<file path="config.mk">
export PLATFORM = sky130hd
export DESIGN_NAME = unidade_controle
export DESIGN_NICKNAME = d
export VERILOG_FILES = /design/src/rtl/nrisc_ctrl_pkg.sv /design/src/rtl/ctrl_decoder.sv /design/src/rtl/unidade_controle.sv
export SDC_FILE = /design/constraint.sdc
export NUM_CORES = 1
export LEC_CHECK = 0
export BUFFER_PORTS_ARGS = -buffer_cell sky130_fd_sc_hd__buf_2
export CAP_MARGIN = 10
export CORE_AREA = 4 4 41 43
export DETAILED_ROUTE_END_ITERATION = 6
export DIE_AREA = 0 0 45 47
export PLACE_DENSITY = 0.44
export SKIP_LAST_GASP = 1
export SLEW_MARGIN = 20
export SYNTH_ARGS = -nofsm -noshare
export SYNTH_HDL_FRONTEND = slang
export SYNTH_SLANG_ARGS = --single-unit
</file>
<file path="constraint.sdc">
create_clock -name vclk -period 1
set_clock_uncertainty 0.1 [all_clocks]
set_input_delay 0.15 -clock vclk [all_inputs]
set_output_delay 0.15 -clock vclk [all_outputs]
set_load 0.01 [all_outputs]
</file>
<file path="src/rtl/nrisc_ctrl_pkg.sv">
// Shared encodings for the nRisc main control unit: opcodes, control field
// encodings, the control-output bundle and its idle value.
package nrisc_ctrl_pkg;

    localparam int unsigned OP_W  = 3;
    localparam int unsigned PCW_W = 2;
    localparam int unsigned RW_W  = 2;
    localparam int unsigned ULA_W = 2;

    typedef enum logic [OP_W-1:0] {
        OP_LW   = 3'b000,
        OP_SW   = 3'b001,
        OP_ADD  = 3'b010,
        OP_ADDI = 3'b011,
        OP_SLT  = 3'b100,
        OP_JMP  = 3'b101,
        OP_BEQ  = 3'b110,
        OP_HALT = 3'b111
    } opcode_e;

    // Code 11 is reserved on PC and register-file controls and never produced.
    typedef enum logic [PCW_W-1:0] {
        PC_FREEZE = 2'b00,
        PC_INC    = 2'b01,
        PC_JUMP   = 2'b10
    } pc_write_e;

    typedef enum logic [RW_W-1:0] {
        RW_NONE = 2'b00,
        RW_ULA  = 2'b01,
        RW_MEM  = 2'b10
    } reg_write_e;

    typedef enum logic [ULA_W-1:0] {
        ULA_ADD  = 2'b00,
        ULA_SUB  = 2'b01,
        ULA_SLT  = 2'b10,
        ULA_PASS = 2'b11
    } ula_op_e;

    typedef struct packed {
        pc_write_e  pc_write;
        reg_write_e reg_write;
        ula_op_e    ula_op;
        logic       beq;
        logic       mem_read;
        logic       mem_write;
        logic       ula_src;
        logic       reg_src;
        logic       jump;
    } ctrl_t;

    localparam ctrl_t CTRL_IDLE = '{
        pc_write:  PC_FREEZE,
        reg_write: RW_NONE,
        ula_op:    ULA_PASS,
        beq:       1'b0,
        mem_read:  1'b0,
        mem_write: 1'b0,
        ula_src:   1'b0,
        reg_src:   1'b0,
        jump:      1'b0
    };

endpackage

</file>
<file path="src/rtl/ctrl_decoder.sv">
// Pure combinational opcode -> control bundle decoder for the nRisc core.
module ctrl_decoder
    import nrisc_ctrl_pkg::*;
(
    input  logic [OP_W-1:0] op_code,
    output ctrl_t           ctrl
);

    always_comb begin
        ctrl = CTRL_IDLE;
        unique case (opcode_e'(op_code))
            OP_LW: begin
                ctrl.pc_write  = PC_INC;
                ctrl.reg_write = RW_MEM;
                ctrl.ula_op    = ULA_ADD;
                ctrl.ula_src   = 1'b1;
                ctrl.mem_read  = 1'b1;
                ctrl.reg_src   = 1'b1;
            end
            OP_SW: begin
                ctrl.pc_write  = PC_INC;
                ctrl.ula_op    = ULA_ADD;
                ctrl.ula_src   = 1'b1;
                ctrl.mem_write = 1'b1;
            end
            OP_ADD: begin
                ctrl.pc_write  = PC_INC;
                ctrl.reg_write = RW_ULA;
                ctrl.ula_op    = ULA_ADD;
            end
            OP_ADDI: begin
                ctrl.pc_write  = PC_INC;
                ctrl.reg_write = RW_ULA;
                ctrl.ula_op    = ULA_ADD;
                ctrl.ula_src   = 1'b1;
            end
            OP_SLT: begin
                ctrl.pc_write  = PC_INC;
                ctrl.reg_write = RW_ULA;
                ctrl.ula_op    = ULA_SLT;
            end
            OP_JMP: begin
                ctrl.pc_write  = PC_JUMP;
                ctrl.ula_op    = ULA_PASS;
                ctrl.jump      = 1'b1;
            end
            OP_BEQ: begin
                ctrl.pc_write  = PC_INC;
                ctrl.ula_op    = ULA_SUB;
                ctrl.beq       = 1'b1;
            end
            default: ctrl = CTRL_IDLE;
        endcase
    end

endmodule

</file>
<file path="src/rtl/unidade_controle.sv">
// nRisc main control unit: combinational decode with reset/halt override.
// Optional sticky halt register enabled by defining CTRL_HALT_LATCH_EN.
module unidade_controle
    import nrisc_ctrl_pkg::*;
(
    input  logic              clk,
    input  logic              reset,
    input  logic [OP_W-1:0]   opCode,
    output logic [PCW_W-1:0]  PCWrite,
    output logic [RW_W-1:0]   RegWrite,
    output logic [ULA_W-1:0]  UlaOp,
    output logic              beq,
    output logic              MemRead,
    output logic              MemWrite,
    output logic              UlaSrc,
    output logic              RegSrc,
    output logic              Jump
);

    ctrl_t dec_c;
    ctrl_t ctrl_c;
    logic  halted_q;

    ctrl_decoder u_dec (
        .op_code (opCode),
        .ctrl    (dec_c)
    );

`ifdef CTRL_HALT_LATCH_EN
    logic halted_d;

    // Halt is sticky: only a reset edge clears it.
    always_comb begin
        halted_d = halted_q;
        if (opcode_e'(opCode) == OP_HALT) begin
            halted_d = 1'b1;
        end
    end

    always_ff @(posedge clk) begin
        if (!reset) begin
            halted_q <= 1'b0;
        end else begin
            halted_q <= halted_d;
        end
    end
`else
    logic unused_clk;

    // Clock kept on the port for drop-in compatibility; no state without the latch.
    assign unused_clk = clk;
    assign halted_q   = 1'b0;
`endif

    always_comb begin
        ctrl_c = dec_c;
        if (!reset || halted_q) begin
            ctrl_c = CTRL_IDLE;
        end
    end

    assign PCWrite  = ctrl_c.pc_write;
    assign RegWrite = ctrl_c.reg_write;
    assign UlaOp    = ctrl_c.ula_op;
    assign beq      = ctrl_c.beq;
    assign MemRead  = ctrl_c.mem_read;
    assign MemWrite = ctrl_c.mem_write;
    assign UlaSrc   = ctrl_c.ula_src;
    assign RegSrc   = ctrl_c.reg_src;
    assign Jump     = ctrl_c.jump;

endmodule

</file>
# == Word level (Yosys, flattened, before mapping) ==
# Index checks and enable logic that the tools add are counted.
# op_classes
reduce_logical,5
muxes,9
eq_ne,6
# op_table
cell,n
2-to-1 mux 12 bit,1
equality test 3 bit (second input constant),3
one-hot mux 2 bit (2 select lines),2
equality test 3 x 2 -> 1 bit (second input constant),2
one-hot mux 2 bit (3 select lines),1
OR reduction 3 bit,2
OR reduction 6 bit,1
2-to-1 mux 1 bit,5
OR reduction 4 bit,1
equality test 3 x 1 -> 1 bit (second input constant),1
zero test 3 bit,1
# totals
wordCells,20
ff_bits,0
output_inout_bits,12

# == Depth between registers and ports, before layout ==
# Gate-level depths: netlist of run 1.
# depth
word_depth,4
ltp_mapped,3

# == Hierarchy ==
# Synthesis of run 1 repeated with hierarchy kept, for this count alone.
# hier_totals
cells_unflattened,27
area_unflattened_um2,186.4
# modules_own_cells
module,cells_each,instances,area_per_inst_um2,seq_area_each_um2
unidade_controle,13,1,93.8,0.0
ctrl_decoder,14,1,92.6,0.0

# == Worst setup path before layout of run 1 ==
# Ideal clock, no wire load.
# synth_timing
kind,input port to output port
from,input port opCode[2]
to,output port RegSrc
setup_slack_ps,-126
arrival_ps,876
stages,3
path_buffers,1
cell_sequence,nand2b_1 nor3_1 buf_4
# synth_via
elab_chain_len,3
# synth_rtl
element,line,rtl
"start, declared",unidade_controle.sv:8,"input logic [OP_W-1:0] opCode,"
zero test 3 bit,ctrl_decoder.sv:11,unique case (opcode_e'(op_code))
2-to-1 mux 1 bit,ctrl_decoder.sv:11,
2-to-1 mux 12 bit,unidade_controle.sv:57,if (!reset || halted_q) begin
"end, declared",unidade_controle.sv:16,"output logic RegSrc,"
# No other way between the ends.

# == Worst setup path in the final report of run 1 ==
# layout_timing
from,input port opCode[1]
to,output port beq
# layout_via
elab_chain_len,3
# layout_rtl
element,line,rtl
equality test 3 bit,ctrl_decoder.sv:11,
2-to-1 mux 1 bit,ctrl_decoder.sv:11,
2-to-1 mux 12 bit,unidade_controle.sv:57,
"end, declared",unidade_controle.sv:12,"output logic beq,"
# No other way between the ends.

==> results of run 1 <==
[final cells by class]
class,instances,area share (%)
Inverter,1,1.52
Multi-Input combinational cell,15,49.7
Tap cell,15,7.61
Timing Repair Buffer,17,41.1
[metal layers]
metal	share of wire (%)	GRT usage [%]	wire, µm
met5	0	0	0
met4	0	0	0
met2	39	6.21	163
met1	43	6.08	179
met3	18	1.15	73
[through the flow]
step,util (%),instance area (µm²)
after floorplan,-,121
after global placement,15.8,205
after detailed placement,15.8,205
after CTS,17.9,233
after global routing,18.9,246
final,18.9,246
[layout by cell type, fill, tap and decap left out, drive strengths merged]
master  synthesis  routed
nand2           3       3
nor3            1       1
and2b           1       1
nor2b           1       1
o21ai           2       2
clkbuf          0       1
nand2b          2       2
o32ai           1       1
buf             3      16
a21boi          1       1
inv             1       1
nor2            3       3
[report_power, final]
| part | total [W] | internal [W] | switching [W] |
|---|---|---|---|
| registers | 0 | 0 | 0 |
| clock network | 0 | 0 | 0 |
| logic | 0.0000961 | 0.0000456 | 0.0000504 |
| total | 0.0000961 | 0.0000456 | 0.0000504 |
[worst paths after layout]
path / end / slack [ps] / cells past startpoint
min: UlaOp[1] / 510 / 3
max: beq / 30 / 4
[cell families after synthesis]
logic type / share of synthesized area (%)
compound gates: 29.0
buf+inv: 22.6
simple gates: 48.4
[repair_timing]
item / CTS / global route
gates resized for setup: 5 / 7
pin swaps: 1 / 1
cloned: 0 / 0
endpoints found under the setup margin: 3 / 9
endpoints found under the hold margin: 0 / 0
hold buffers: 0 / 0
==> results.json, run 1 <==
{
  "pre_cts_ws_ps": -20.7,
  "grt_antenna_before_repair": 0,
  "diodes": 0,
  "fillers": 158,
  "pin_count": 17,
  "core_area_um2": 1300,
  "grt_setup_unrepaired": "yes",
  "cp_num_buf_inv": 2,
  "final-seq-area_um2": 0,
  "cpLargestDelayFamily": "simple AND/OR/NAND/NOR gates",
  "synth.cell_area_um2": 116,
  "drt-pass1-iter-count": 3,
  "path_cells": "clkbuf_4 > nor2b_4 > and2b_1 > buf_2",
  "crit_arrival_ps": 720,
  "avgSynthCellArea_um2": 6.12,
  "num_vias": 171,
  "startpoint_type": "primary input",
  "place_congestion": 0.670,
  "whs_ps": 514,
  "end_kind": "output pin",
  "hold_start": "reset",
  "fin_crit_sh_pct": 96.9,
  "synth_area_leaders": "buf_4, o32ai_2, nand2b_1, nand2_1, nor2_1",
  "hold_viol": 0,
  "worst_slew_pin_slew_ps": 179,
  "areaGrowthSynthToFinish_pct": 112,
  "die_h_um": 47,
  "startpoint": "opCode[1]",
  "synth_nets": 24,
  "grt_pass1_wl_um": 696,
  "initial_core_util_pct": 8.94,
  "p_per_area_nw_per_um2": 390,
  "drtIter0Drc": 3,
  "port_buffers": 16,
  "maxCapViolCount": 0,
  "hpwl_um": 359,
  "vias_per_cell": 3.56,
  "crit_required_ps": 750,
  "maxSlewViolCount": 0,
  "fin_ws_ps": 31.5,
  "post-route-min-period_ps": 969,
  "design.seq.count": 0,
  "leakagePower_nw": 0.138,
  "die-area_um2": 2120,
  "power_w": 0.0000961,
  "dp_cells": 48,
  "totalWireLength_um": 416,
  "critical_path.slowest_cell": "nor2b_4",
  "fin_setup_tns_ps": 0,
  "multi_input_area_um2": 123,
  "ys_seq_area_share_pct": 0,
  "hold_path.class": "in2out",
  "synth_top_area_share_pct": 19.4,
  "wire_per_inst_um": 8.67,
  "antenna_left": 0,
  "slowest_delay_ps": 170,
  "fmax_ghz": 1.03,
  "setup_violations": 0,
  "syn_inst": 19,
  "synthTopCellsByCount": "buf_4, nand2_1, nor2_1",
  "overflow": 0,
  "grt_usage_pct": 4.09,
  "nClkBuffers": 0,
  "status": "finished clean",
  "synth_cell_types": 12,
  "drive_gt1_share_pct": 72.7,
  "num_rows": 13,
  "cts_setup_buffers": 0,
  "die_width_um": 45,
  "path_class": "in2out",
  "slew_headroom_pct": 88.1,
  "final_cell_count_no_fill": 48,
  "nNetsFinal": 40,
  "grt_pass1_vias": 152,
  "synth.largest_area_cell": "buf_4",
  "ys_warn_count": 0,
  "drcViolationCount": 0,
  "grt_max_degree": 7,
  "crit_fanout": 6,
  "irDropWorstVdd_v": 0.000145
}
Power figures use the tool's default switching activity.
==> run 2, diff against run 1 <==
PLACE_DENSITY = 0.43   (was 0.44)
SKIP_LAST_GASP = unset   (was 1)
TNS_END_PERCENT = 50   (was unset)
==> run 2 against run 1 <==
Net effect:
- non-clock buffer count rose by 2
- combinational power rose by 26%
- fmax fell by 0.40%
- global-route usage rose by 0.39 points
- critical path type unchanged
- largest cell class unchanged
==> results.json, run 2 (same netlist as run 1, synthesis figures left out) <==
{
  "drcViolationCount": 0,
  "switchingPower_w": 0.0000589,
  "worstHoldPathCells": 3,
  "wire_per_inst_um": 8.66,
  "die-area_um2": 2120,
  "fin_crit_sh_pct": 97.2,
  "p_per_area_nw_per_um2": 404,
  "internal_power_w": 0.0000624,
  "fillers": 157,
  "hold_start": "reset",
  "dpl_cell_area_um2": 213,
  "p_sw_share_pct": 48.6,
  "hpwl_um": 370,
  "pwr-share-comb_pct": 100.0,
  "diodes": 0,
  "grt_usage_pct": 4.49,
  "status": "finished clean",
  "path_class": "in2out",
  "hold_end": "UlaOp[1]",
  "fin_util_pct": 23.1,
  "areaGrowthSynthToFinish_pct": 158,
  "drt-pass1-iter-count": 4,
  "layout_common_cells": "buf_2, buf_4, nor2_1",
  "maxCapViolCount": 0,
  "post-route-min-period_ps": 972,
  "port_buffers": 16,
  "irDropWorstVdd_v": 0.000179,
  "nClkBuffers": 0,
  "drive_gt1_share_pct": 71.4,
  "antenna_left": 0,
  "fin_area_um2": 300,
  "pre_cts_ws_ps": -24.5,
  "hold_viol": 0,
  "critical_path.slowest_cell": "o32ai_4",
  "hold_path.class": "in2out",
  "mostFrequentLayoutCell": "buf_2",
  "slowest_delay_ps": 250,
  "overflow": 0,
  "maxSlewViolCount": 0,
  "core_area_um2": 1300,
  "drtIter0Drc": 5,
  "grt_max_degree": 7,
  "end_kind": "output pin",
  "totalWireLength_um": 433,
  "vias_per_cell": 3.88,
  "fin_setup_tns_ps": 0,
  "final-seq-area_um2": 0,
  "crit_arrival_ps": 720,
  "grt_setup_unrepaired": "yes",
  "slew_headroom_pct": 87.6,
  "pin_count": 17,
  "num_vias": 194,
  "path_cells": "buf_12 > nand2_8 > o32ai_4 > buf_2",
  "setup_violations": 0,
  "nNetsFinal": 42,
  "num_rows": 13,
  "design.seq.count": 0,
  "die_h_um": 47,
  "grt_pass1_vias": 157,
  "seqPwrFrac_pct": 0,
  "worst_slew_pin_slew_ps": 187,
  "initial_core_util_pct": 8.94,
  "ctsHoldBuffers": 0,
  "startpoint_type": "primary input",
  "clkPwrFrac_pct": 0,
  "leakagePower_nw": 0.160,
  "crit_fanout": 5,
  "die_width_um": 45,
  "fin_ws_ps": 27.6,
  "grt_pass1_wl_um": 738,
  "place_congestion": 0.696,
  "fmax_ghz": 1.03,
  "multi_input_area_um2": 149,
  "crit_required_ps": 750,
  "grt_antenna_before_repair": 0
}
==> run 2: changes by cell type in the layout (fill, tap and decap cells not counted), sizes merged <==
cell  delta
buf      +2
==> run 2: cell type report <==
class / instances / share of cell area, %
Tap cell: 15 / 6.25
Multi-Input combinational cell: 15 / 49.6
Inverter: 1 / 1.25
Timing Repair Buffer: 19 / 42.9
==> run 2: worst max path at each step <==
stage	end	start	slack, ps	depth (start not counted)
2_1_floorplan	RegSrc	opCode[2]	20	3
3_3_place_gp	RegWrite[1]	opCode[2]	-20	4
3_5_place_dp	RegWrite[1]	opCode[2]	-20	4
4_1_cts	RegWrite[0]	opCode[0]	5	3
5_1_grt	RegWrite[0]	reset	-20	4
6_report	RegWrite[0]	reset	30	4
==> run 2: power groups by stage <==
stage	Combinational (W)	Clock [W]	Sequential, W
floorplan	0.0000398	0	0
global placement	0.0000811	0	0
detailed placement	0.0000813	0	0
CTS	0.0000929	0	0
global route	0.000133	0	0
finish	0.000121	0	0
==> run 2: per-layer routing <==
layer | vias to the layer above | track usage, % | wire length (µm)
li1 | 96 | - | -
met4 | 0 | 0 | 0
met5 | - | 0 | 0
met3 | 0 | 0.766 | 94
met2 | 15 | 6.50 | 172
met1 | 83 | 7.21 | 167
==> run 2: what timing repair did <==
action / in CTS / in global routing
pin swaps: 1 / 3
setup buffers: 0 / 1
resized for setup: 6 / 12
setup endpoints to repair: 4 / 10
==> run 2: critical path: cells and delay by family <==
| kind | cells | cell delay [ps] |
|---|---|---|
| buf+inv | 2 | 270 |
| compound gates | 1 | 250 |
| simple gates | 1 | 50 |
==> run 2: per-stage QoR <==
stage / std cells / hold slack [ps] / power, W
after floorplan: 19 / 242 / 0.0000398
after global placement: 49 / 529 / 0.0000811
after detailed placement: 49 / 532 / 0.0000813
after CTS: 49 / 529 / 0.0000929
after global routing: 50 / 518 / 0.000133
final: 50 / 495 / 0.000121
